### config.mk
export PLATFORM = sky130hd
export DESIGN_NAME = uart_move_sequencer
export DESIGN_NICKNAME = d
export VERILOG_FILES = /design/src/rtl/uart_move_sequencer.sv
export SDC_FILE = /design/constraint.sdc
export NUM_CORES = 1
export LEC_CHECK = 0
export ABC_CLOCK_PERIOD_IN_PS = 7000
export BUFFER_PORTS_ARGS = -buffer_cell sky130_fd_sc_hd__buf_2
export CAP_MARGIN = 30
export CORE_MARGIN = 4
export CORE_UTILIZATION = 35
export CTS_CLUSTER_SIZE = 24
export DETAILED_ROUTE_END_ITERATION = 12
export PLACE_DENSITY_LB_ADDON = 0.1
export SLEW_MARGIN = 25
export SYNTH_ARGS = -nofsm -noshare
export SYNTH_HDL_FRONTEND = slang
export SYNTH_SLANG_ARGS = --single-unit
### constraint.sdc
create_clock -name I_sys_clk -period 7 [get_ports I_sys_clk]
set_clock_uncertainty 0.2 [all_clocks]
set_input_delay 1.4 -clock I_sys_clk [delete_from_list [all_inputs] [get_ports I_sys_clk]]
set_output_delay 1.4 -clock I_sys_clk [all_outputs]
set_load 0.1 [all_outputs]
### src/rtl/uart_move_sequencer.sv
// -----------------------------------------------------------------------------
// uart_move_sequencer
//   Accepts move command bytes from uart_rx, queues them in a small FIFO and
//   plays each one as a timed servo cycle: GRIP -> ROTATE -> RELEASE -> RETURN.
//
//   Command byte: [3:0] row mask {bottom,top,right,left}, [4] ccw, [7:5] = 000.
//   Legal masks are single arms or the opposing pairs 0011 / 1100.
//
// Ports
//   I_sys_clk     system clock
//   I_rst         synchronous active-high reset
//   I_rx_byte     received byte, qualified by I_rx_valid
//   I_rx_valid    one-cycle strobe from uart_rx
//   o_grip        gripping servo enables
//   o_rot_en      directional servo enables (1 = rotated position)
//   o_rot_ccw     rotation sense of the active move, 0 in IDLE
//   o_busy        state != IDLE or FIFO non-empty
//   o_move_done   one-cycle pulse on the first IDLE cycle after RETURN
//   o_cmd_error   one-cycle pulse when an illegal byte is dropped
//   o_overflow    sticky, a legal byte was dropped on a full FIFO
//   o_fifo_count  number of queued commands
//   o_state       state code for debug LEDs
//
//   All outputs are registered from the current state, so they trail the
//   internal state register by one cycle.
// -----------------------------------------------------------------------------
module uart_move_sequencer #(
    parameter int FIFO_DEPTH = 4,
    parameter int T_GRIP_CYC = 50_000_000,
    parameter int T_ROT_CYC  = 100_000_000
) (
    input  logic                          I_sys_clk,
    input  logic                          I_rst,
    input  logic [7:0]                    I_rx_byte,
    input  logic                          I_rx_valid,
    output logic [3:0]                    o_grip,
    output logic [3:0]                    o_rot_en,
    output logic                          o_rot_ccw,
    output logic                          o_busy,
    output logic                          o_move_done,
    output logic                          o_cmd_error,
    output logic                          o_overflow,
    output logic [$clog2(FIFO_DEPTH):0]   o_fifo_count,
    output logic [2:0]                    o_state
);

    localparam int PTR_W = $clog2(FIFO_DEPTH);
    localparam int CNT_W = PTR_W + 1;
    localparam int TMR_W = $clog2(T_ROT_CYC);

    localparam logic [TMR_W-1:0] GRIP_LAST = TMR_W'(T_GRIP_CYC - 1);
    localparam logic [TMR_W-1:0] ROT_LAST  = TMR_W'(T_ROT_CYC - 1);
    localparam logic [CNT_W-1:0] CNT_FULL  = CNT_W'(FIFO_DEPTH);

    typedef enum logic [2:0] {
        ST_IDLE    = 3'd0,
        ST_GRIP    = 3'd1,
        ST_ROTATE  = 3'd2,
        ST_RELEASE = 3'd3,
        ST_RETURN  = 3'd4
    } state_t;

    state_t             state, next_state;
    logic [TMR_W-1:0]   timer;
    logic [3:0]         mask_q;
    logic               ccw_q;

    logic [4:0]         fifo_mem [FIFO_DEPTH];
    logic [PTR_W-1:0]   wr_ptr, rd_ptr;
    logic [CNT_W-1:0]   count;

    logic               rx_legal, push_req, push_ok, pop, fifo_full;
    logic [3:0]         grip_d, rot_d;

    // Command decode.
    // NOTE: every signal assigned in always_comb gets a default first; a path
    // that leaves one unassigned infers a latch.
    always_comb begin
        rx_legal = 1'b0;
        if (I_rx_byte[7:5] == 3'b000) begin
            case (I_rx_byte[3:0])
                4'b0001, 4'b0010, 4'b0100, 4'b1000, 4'b0011, 4'b1100: rx_legal = 1'b1;
                default: rx_legal = 1'b0;
            endcase
        end
    end

    assign push_req  = I_rx_valid && rx_legal;
    assign fifo_full = (count == CNT_FULL);
    assign pop       = (state == ST_IDLE) && (count != '0);
    // A full FIFO still accepts a byte on the edge that pops the head.
    assign push_ok   = push_req && (!fifo_full || pop);

    // NOTE: the command storage has no reset; entries are only ever read
    // behind the count, which is reset, so stale contents are never used.
    always_ff @(posedge I_sys_clk) begin
        if (push_ok) fifo_mem[wr_ptr] <= I_rx_byte[4:0];
    end

    // NOTE: sequential state uses non-blocking assignments so every register
    // samples pre-edge values regardless of statement order.
    always_ff @(posedge I_sys_clk) begin
        if (I_rst) begin
            wr_ptr <= '0;
            rd_ptr <= '0;
            count  <= '0;
        end else begin
            // Pointer width is log2(depth), so increments wrap naturally.
            if (push_ok) wr_ptr <= wr_ptr + PTR_W'(1);
            if (pop)     rd_ptr <= rd_ptr + PTR_W'(1);
            case ({push_ok, pop})
                2'b10:   count <= count + CNT_W'(1);
                2'b01:   count <= count - CNT_W'(1);
                default: count <= count;
            endcase
        end
    end

    // Next-state logic; each timed state is left when timer == T-1.
    always_comb begin
        next_state = state;
        case (state)
            ST_IDLE:    if (pop)                next_state = ST_GRIP;
            ST_GRIP:    if (timer == GRIP_LAST) next_state = ST_ROTATE;
            ST_ROTATE:  if (timer == ROT_LAST)  next_state = ST_RELEASE;
            ST_RELEASE: if (timer == GRIP_LAST) next_state = ST_RETURN;
            ST_RETURN:  if (timer == ROT_LAST)  next_state = ST_IDLE;
            default:                            next_state = ST_IDLE;
        endcase
    end

    always_ff @(posedge I_sys_clk) begin
        if (I_rst) begin
            state  <= ST_IDLE;
            timer  <= '0;
            mask_q <= '0;
            ccw_q  <= 1'b0;
        end else begin
            state <= next_state;
            if (next_state != state || state == ST_IDLE) timer <= '0;
            else                                         timer <= timer + TMR_W'(1);
            if (pop) {ccw_q, mask_q} <= fifo_mem[rd_ptr];
        end
    end

    // Servo pattern for the current state.
    always_comb begin
        grip_d = 4'h0;
        rot_d  = 4'h0;
        case (state)
            ST_GRIP:    grip_d = mask_q;
            ST_ROTATE: begin
                grip_d = mask_q;
                rot_d  = mask_q;
            end
            ST_RELEASE: rot_d  = mask_q;
            default: begin
                grip_d = 4'h0;
                rot_d  = 4'h0;
            end
        endcase
    end

    always_ff @(posedge I_sys_clk) begin
        if (I_rst) begin
            o_grip       <= '0;
            o_rot_en     <= '0;
            o_rot_ccw    <= 1'b0;
            o_busy       <= 1'b0;
            o_move_done  <= 1'b0;
            o_cmd_error  <= 1'b0;
            o_overflow   <= 1'b0;
            o_fifo_count <= '0;
            o_state      <= '0;
        end else begin
            o_grip       <= grip_d;
            o_rot_en     <= rot_d;
            o_rot_ccw    <= (state != ST_IDLE) && ccw_q;
            o_busy       <= (state != ST_IDLE) || (count != '0);
            // o_state still shows RETURN on the first IDLE cycle of the state
            // register, which lines the pulse up with o_state going to 0.
            o_move_done  <= (state == ST_IDLE) && (o_state == ST_RETURN);
            o_cmd_error  <= I_rx_valid && !rx_legal;
            o_overflow   <= o_overflow || (push_req && fifo_full && !pop);
            o_fifo_count <= (push_ok && !pop) ? count + CNT_W'(1) :
                            (!push_ok && pop) ? count - CNT_W'(1) : count;
            o_state      <= state;
        end
    end

endmodule

==> results.ini, run 1 <==
[clock_tree]
cts_buffers = 9
cts_root_buffer = clkbuf_8
cts.sinks = 81
cts_setup_buffers = 0
cts_tree = done
ctsHoldBuffers = 0
clock_latency_ns = 0.34
htree_levels = 3
cts_resized = 0
cts_buffer_depth = 2
path_clk_slew_ns = 0.08

[layout]
nFillCells = 996
num-nets-final = 380
antennaDiodeCount = 0
syn_to_final_growth_pct = 13.1
drive_above_1_share_pct = 15.7

[power_and_ir_drop]
seq_power_share_pct = 42.9
power.share.switching_pct = 33.7
power_switching_uw = 436
p_int_uw = 856
max-vdd-ir-drop_mv = 0.112
power.leakage_uw = 0.00139
pwr-share-comb_pct = 26.3
pwr-share-clk_pct = 30.8
p_per_area_nw_per_um2 = 328

[critical_path]
crit_path_end = fifo_mem[1][2]
startpoint = I_rx_byte[6]
worstSetupStartpointType = primary input
arrival_ns = 3.26
r2r_setup_slack_ns = 4.28
critical_path_class = in -> reg
path_max_fanout = 7
rr_startpoint = timer[6]
worstSetupEndpointType = flip-flop
r2r_cells = 5
cp_data_required_time_ns = 6.83
r2r-end = timer[5]

[sta]
rsz0062_at_grt = false
setup_ws_ns = 3.57
max_freq_ghz = 0.292
tns_ns = 0
timing.hold.ws_ns = 0.210
worst_pin_slew_ns = 0.863
maxSlewViolCount = 0
finalCritPeriodShare_pct = 49.0
finalHoldViolations = 0
fin_crit_ns = 3.43
slew-limit-headroom_pct = 42.0
finalSetupViolations = 0

[yosys]
yosys_warnings = 0
async_flop_share_pct = 0
synth-seq-cells = 81
synth_edf_count = 20
syn_avg_cell_area_um2 = 10.5
yosys.area.top_type = dfxtp_1
synth.most_common_cell = dfxtp_1
synth_common_cells = 61 x dfxtp_1, 48 x nor2_1, 20 x edfxtp_1, 20 x nand2_1, 19 x xnor2_1
synthCells = 333
synth_fp_nets = 354
yosysUniqueCellTypes = 48
synth_area_um2 = 3490
seq_area_frac_synth_pct = 52.3
ys_top_cells_by_area = dfxtp_1 35%, edfxtp_1 17%, nor2_1 5.2%
synth_top_area_share_pct = 35.0
synth-main-ff-cell = dfxtp_1

[flow_run]
cap_violations = 0

[drt]
drc = 0
via_per_inst = 4.79
wl_per_cell_um = 13.3
vias = 2379
wirelength_mm = 6.62
drt_first_pass_iters = 4
drt_iter0_markers = 135
ant_nets = 0

[die]
die_area_um2 = 11600
die_width_um = 108
core_area_um2 = 9730
pin_count = 30
core.rowCount = 36
initial_core_util_pct = 35.8
die_y_um = 108

[grt]
antenna_found_initial = 0
grt_use_total_pct = 12.8
grt_remaining_overflow = 0
grt_max_degree = 30
grt_pass1_wl_mm = 11.6
grt_pass1_vias = 2341

[placement]
place_hpwl_mm = 4.84
gp_congestion = 0.799
io_buffers = 29
pre_cts_ws_ns = 3.23

[min_path]
hold_path.class = reg -> reg

[status]
outcome = completed

==> sequential cells by signal, indices dropped and copies added, names as in the netlist, 4 cells and up <==
| name | count |
|---|---|
| o_grip | 4 |
| mask_q | 4 |
| timer | 27 |
| o_rot_en | 4 |
| fifo_mem | 20 |
==> how the worst min path moves through the flow <==
| stage | start | end | slack [ns] | depth (start not counted) |
|---|---|---|---|---|
| 2_1_floorplan | timer[0] | timer[0] | 0.23 | 1 |
| 3_3_place_gp | o_state[1] | o_move_done | 0.20 | 1 |
| 3_5_place_dp | o_state[1] | o_move_done | 0.22 | 1 |
| 4_1_cts | o_state[1] | o_move_done | 0.22 | 1 |
| 5_1_grt | o_state[1] | o_move_done | 0.26 | 1 |
| 6_report | o_state[1] | o_move_done | 0.21 | 1 |
==> logic make-up (layout without fill, tap and decap cells) <==
| kind of cell | count (synthesis) | after routing | synth area share (%) |
|---|---|---|---|
| adder cells (fa/ha/maj) | 10 | 10 | 3.59 |
| AO/OA/AOI/OAI | 23 | 23 | 4.16 |
| buffers and inverters | 23 | 54 | 3.48 |
| multiplexers | 7 | 7 | 3.80 |
| AND/OR/NAND/NOR | 157 | 157 | 24.7 |
| XOR/XNOR | 32 | 32 | 8.04 |
| flip-flops | 81 | 81 | 52.3 |
==> critical path, stage by stage <==
cell and delay (ns):
buf_2 0.11, or4b_1 0.63, nor3_1 0.74, and2_1 0.37
==> power groups by stage <==
stage	Clock [uW]	Combinational (uW)	Sequential [uW]
after CTS	412	343	556
after floorplan	0	205	650
after global placement	0	342	565
after detailed placement	0	343	567
final	399	340	554
after global routing	435	377	563
==> area by class of cell <==
cell class / instances / area [um^2] / area share (%)
Clock buffer: 10 / 128 / 3.24
Clock inverter: 6 / 106 / 2.70
Inverter: 9 / 33.8 / 0.857
Multi-Input combinational cell: 229 / 1540 / 39.1
Sequential cell: 81 / 1820 / 46.2
Tap cell: 133 / 166 / 4.22
Timing Repair Buffer: 29 / 145 / 3.68
==> stage by stage <==
step	area [um^2]	instances	total power [uW]	utilization, %
finish	3940	497	1290	40.5
CTS	3940	497	1310	40.5
floorplan	3490	333	855	-
global placement	3710	481	907	38.1
global route	3940	497	1380	40.5
detailed placement	3710	481	909	38.1
==> layer usage <==
layer	part of all wire (%)	global-route usage, %
met5	0	0
met3	5.2	3.78
met2	39	16.5
met1	54	19.6
met4	1.2	4.60
==> placed cells by master, fill, tap and decap left out, types with 4 or more instances in the layout <==
| cell | count |
|---|---|
| dfxtp_1 | 61 |
| nor2_1 | 48 |
| buf_2 | 29 |
| nand2_1 | 20 |
| edfxtp_1 | 20 |
| xnor2_1 | 19 |
| xor2_1 | 13 |
| nand4_1 | 12 |
| and2_1 | 11 |
| nand3_1 | 11 |
| nor3_1 | 10 |
| ha_1 | 10 |
| inv_1 | 9 |
| a21oi_1 | 9 |
| clkbuf_8 | 9 |
| nor4_1 | 7 |
| and3_1 | 6 |
| a31oi_1 | 5 |
| mux4_2 | 5 |
| nor3b_1 | 4 |
Note: power is estimated with default switching activity, not from simulation.
==> run 2: changes to the inputs <==
--- a/config.mk
+++ b/config.mk
@@ -5,7 +5,7 @@
 export SDC_FILE = /design/constraint.sdc
 export NUM_CORES = 1
 export LEC_CHECK = 0
-export ABC_CLOCK_PERIOD_IN_PS = 7000
+export ABC_CLOCK_PERIOD_IN_PS = 3000
 export BUFFER_PORTS_ARGS = -buffer_cell sky130_fd_sc_hd__buf_2
 export CAP_MARGIN = 30
 export CORE_MARGIN = 4
==> constraint.sdc (replaced) <==
create_clock -name I_sys_clk -period 3 [get_ports I_sys_clk]
set_clock_uncertainty 0.2 [all_clocks]
set_input_delay 0.6 -clock I_sys_clk [delete_from_list [all_inputs] [get_ports I_sys_clk]]
set_output_delay 0.6 -clock I_sys_clk [all_outputs]
set_load 0.1 [all_outputs]
==> run 2 against run 1 <==
Effect of this change:
- count of clock-buffer cells in the layout down 1
- first-iteration DRC count down 11%
- routed wire length up 2.4%
- largest power group unchanged
- worst setup slack worse by 3.0 ns
==> results.ini, run 2 (synthesis results as in run 1) <==
[status]
outcome = completed

[drt]
wl_per_cell_um = 13.5
vias = 2405
ant_nets = 0
drc = 0
drt_first_pass_iters = 4
drt_iter0_markers = 120
via_per_inst = 4.79
wirelength_mm = 6.78

[critical_path]
cp_data_required_time_ns = 3.04
arrival_ns = 2.51
path_max_fanout = 18
r2r_setup_slack_ns = 0.53
crit_path_end = timer[25]
r2r-end = timer[25]
rr_startpoint = timer[16]
worstSetupStartpointType = flip-flop
r2r_cells = 6
critical_path_class = reg -> reg
startpoint = timer[16]
worstSetupEndpointType = flip-flop

[placement]
gp_congestion = 0.783
pre_cts_ws_ns = 0.354
placed_area_um2 = 3750
dpl.cell_count = 486
io_buffers = 29
place_hpwl_mm = 4.81

[grt]
top_usage_layer = met1
grtUsageMet1_pct = 18.4
grt_use_total_pct = 12.6
met2_usage_pct = 17.9
antenna_found_initial = 0
grt_pass1_vias = 2336
met3_usage_pct = 4.02
grt_pass1_wl_mm = 11.5
grt_remaining_overflow = 0
grt_max_degree = 29

[clock_tree]
path_clk_slew_ns = 0.09
cts_resized = 0
htree_levels = 3
clock_latency_ns = 0.35
cts.sinks = 81
cts_root_buffer = clkbuf_8
cts_buffer_depth = 2
cts_setup_buffers = 0
cts_tree = done
cts_buffers = 9
ctsHoldBuffers = 0

[layout]
design_area_um2 = 3930
final_cell_mix = 61 x dfxtp_1, 48 x nor2_1, 29 x buf_2
drive_above_1_share_pct = 17.3
num-nets-final = 385
nFillCells = 996
final_common_cell = dfxtp_1
top_register = timer
syn_to_final_growth_pct = 12.6
antennaDiodeCount = 0
finalNonFillerCells = 502
largest_reg_flops = 27
reg_top3 = timer x27, fifo_mem x20

[power_and_ir_drop]
power.leakage_uw = 0.00138
p_per_area_nw_per_um2 = 729
max-vdd-ir-drop_mv = 0.341

[die]
die_width_um = 108
core.rowCount = 36
pin_count = 30
initial_core_util_pct = 35.8
die_area_um2 = 11600
core_area_um2 = 9730
die_y_um = 108

[min_path]
min_from = o_state[1]
hold_path.class = reg -> reg

[sta]
setup_ws_ns = 0.529
finalSetupViolations = 0
timing.hold.ws_ns = 0.246
max_freq_ghz = 0.405
worst_pin_slew_ns = 0.767
maxSlewViolCount = 0
finalHoldViolations = 0
rsz0062_at_grt = false
tns_ns = 0
finalCritPeriodShare_pct = 82.4
fin_crit_ns = 2.47
slew-limit-headroom_pct = 48.4

[flow_run]
cap_violations = 0

-- run 2: cell count changes in the layout (fill, tap and decap cells not counted) --
cell,previous run,this run
buf_4,0,5
bufinv_16,3,0
inv_6,0,3
clkinvlp_4,1,3
clkbuf_1,1,0
clkinv_1,1,0
-- run 2: worst max-delay path: stages, from the launching register on --
cell	delay [ns]
dfxtp_1	0.38
or4bb_2	0.64
or4_4	0.45
nor4_4	0.21
or2_1	0.15
buf_4	0.24
nor2_1	0.08
-- run 2: how the worst min path moves through the flow --
stage / slack, ns / depth (start not counted) / to
floorplan: 0.23 / 1 / timer[0]
global placement: 0.23 / 1 / o_move_done
detailed placement: 0.23 / 1 / o_move_done
CTS: 0.25 / 1 / o_move_done
global route: 0.26 / 1 / fifo_mem[3][0]
finish: 0.25 / 1 / o_move_done
-- run 2: power by group --
part | internal [uW] | total, uW | switching (uW)
Clock | 307 | 723 | 416
Combinational | 268 | 843 | 575
Sequential | 1210 | 1300 | 80.9
-- run 2: metrics by stage --
| step | utilization [%] | power (uW) |
|---|---|---|
| global placement | 38.5 | 2170 |
| detailed placement | 38.5 | 2170 |
| finish | 40.3 | 2860 |
| CTS | 40.3 | 2910 |
| global route | 40.3 | 3050 |
| floorplan | - | 1990 |
-- run 2: metal layers --
metal	part of all wire [%]	vias to the layer above
met5	0	-
met4	1.2	0
met3	4.8	6
met2	41	48
met1	53	1119
li1	-	1232
-- run 2: cell type report --
cell class	instances	area, um^2	area share [%]
Clock buffer	9	124	3.16
Clock inverter	7	53.8	1.37
Multi-Input combinational cell	229	1540	39.3
Timing Repair Buffer	34	183	4.65
Sequential cell	81	1820	46.4
Inverter	9	33.8	0.861
Tap cell	133	166	4.24
==> run 3: changes to the inputs <==
--- a/config.mk
+++ b/config.mk
@@ -5,7 +5,7 @@
 export SDC_FILE = /design/constraint.sdc
 export NUM_CORES = 1
 export LEC_CHECK = 0
-export ABC_CLOCK_PERIOD_IN_PS = 3000
+export ABC_CLOCK_PERIOD_IN_PS = 2500
 export BUFFER_PORTS_ARGS = -buffer_cell sky130_fd_sc_hd__buf_2
 export CAP_MARGIN = 30
 export CORE_MARGIN = 4
==> constraint.sdc (replaced) <==
create_clock -name I_sys_clk -period 2.5 [get_ports I_sys_clk]
set_clock_uncertainty 0.2 [all_clocks]
set_input_delay 0.5 -clock I_sys_clk [delete_from_list [all_inputs] [get_ports I_sys_clk]]
set_output_delay 0.5 -clock I_sys_clk [all_outputs]
set_load 0.1 [all_outputs]
==> run 3 against run 2 <==
Effect of this change:
- clock power grew 34%
- count of clock-buffer cells in the layout increased by 2
- via count is 0.96% higher
- sequential share of layout area shrank 1.6 points
- sequential cell count unchanged
- cell count increased by 2.8%
- worst setup slack got worse by 0.34 ns
- register-to-register slack worse by 0.34 ns
- routed wire length increased by 0.49%
- non-clock buffer count grew 14
- worst hold slack lost 0.063 ns
- global-route usage up 0.18 points
- critical path type unchanged
==> results.ini, run 3 (synthesis results as in run 1) <==
[critical_path]
cp.depth = 6
r2r_cells = 6
arrival_ns = 2.36
worst_path_max_delay_cell = or4_4
worstSetupStartpointType = flip-flop
cp_slowest_stage_delay_ns = 0.56
worstSetupEndpointType = flip-flop
cp_data_required_time_ns = 2.54
path_max_fanout = 18
path_cells = or4_4 -> or4_4 -> nor4_4 -> or2_1 -> buf_12 -> nor2_1
rr_startpoint = timer[10]
critical_path_class = reg -> reg
path_buf_inv = 1
path_delay_family = simple AND/OR/NAND/NOR gates
startpoint = timer[10]
crit_path_frequent_cell = or4_4

[power_and_ir_drop]
p_per_area_nw_per_um2 = 876
power.leakage_uw = 0.00149
max-vdd-ir-drop_mv = 0.432

[grt]
grt_remaining_overflow = 0
grt_pass1_vias = 2405
met2_usage_pct = 17.6
top_usage_layer = met1
grt_pass1_wl_mm = 11.6
grt_max_degree = 29
grt_use_total_pct = 12.8
antenna_found_initial = 0
grtUsageMet1_pct = 18.7
met3_usage_pct = 3.60

[drt]
ant_nets = 0
via_per_inst = 4.71
vias = 2428
drc = 0
drt_iter0_markers = 81
wl_per_cell_um = 13.2
wirelength_mm = 6.81
drt_first_pass_iters = 4

[clock_tree]
htree_levels = 3
cts_setup_buffers = 0
ctsHoldBuffers = 0
path_clk_slew_ns = 0.08
cts.sinks = 81
cts_root_buffer = clkbuf_8
cts_tree = done
cts_buffers = 9
cts_buffer_depth = 2
clock_latency_ns = 0.35

[layout]
multi_input_area_um2 = 1550
register_area_um2 = 1820
syn_to_final_growth_pct = 16.6
nFillCells = 996
reg_top3 = timer x27, fifo_mem x20
final_common_cell = dfxtp_1
top_register = timer
num-nets-final = 399
finalNonFillerCells = 516
largest_reg_flops = 27
design_area_um2 = 4060
final_cell_mix = 61 x dfxtp_1, 48 x nor2_1, 29 x buf_2
drive_above_1_share_pct = 20.4
antennaDiodeCount = 0

[sta]
finalCritPeriodShare_pct = 92.6
rsz0062_at_grt = false
slew-limit-headroom_pct = 61.9
max_freq_ghz = 0.432
timing.hold.ws_ns = 0.184
maxSlewViolCount = 0
fin_crit_ns = 2.32
worst_pin_slew_ns = 0.567
finalHoldViolations = 0
finalSetupViolations = 0
tns_ns = 0

[placement]
io_buffers = 29
gp_congestion = 0.751
dpl.cell_count = 500
placed_area_um2 = 3860
place_hpwl_mm = 4.92

[die]
core.rowCount = 36
die_width_um = 108
core_area_um2 = 9730
initial_core_util_pct = 35.8
die_y_um = 108
die_area_um2 = 11600
pin_count = 30

[flow_run]
cap_violations = 0

[min_path]
hold_path.class = in -> reg
worstHoldPathCells = 1
min_from = I_rx_byte[4]

[status]
outcome = completed

[run 3: layout make-up]
cell class | count | area share, %
sequential | 81 | 44.8
multi-input combinational | 229 | 38.0
timing repair buffer | 48 | 7.39
tap | 133 | 4.09
clock buffer | 11 | 3.48
clock inverter | 5 | 1.35
inverter | 9 | 0.831
[run 3: where the power goes]
| part | switching (uW) | leakage, uW | internal [uW] |
|---|---|---|---|
| Sequential | 93.1 | 0.000674 | 1460 |
| Clock | 479 | 0.000104 | 489 |
| Combinational | 690 | 0.000709 | 353 |
[run 3: final timing paths]
check	end	slack, ns
setup reg to reg	timer[7]	0.18
hold reg to reg	o_move_done	0.22
hold / removal	fifo_mem[2][4]	0.18
setup / recovery	timer[7]	0.18
[run 3: repair_timing]
action                                  4_1_cts  5_1_grt
endpoints found under the setup margin        0        1
endpoints found under the hold margin         0        0
gates resized for setup                       0        1
[run 3: per-layer routing]
| metal | up-vias | wire [um] |
|---|---|---|
| li1 | 1265 | - |
| met1 | 1118 | 3750 |
| met2 | 39 | 2680 |
| met3 | 6 | 287 |
| met4 | 0 | 98 |
| met5 | - | 0 |
[run 3: through the flow]
stage / util [%] / setup slack, ns / total power [uW]
finish: 41.8 / 0.184 / 3560
global route: 41.8 / 0.0475 / 3790
CTS: 41.7 / 0.171 / 3600
detailed placement: 39.7 / 0.0494 / 2620
global placement: 39.7 / 0.0763 / 2620
floorplan: - / 0.0636 / 2390
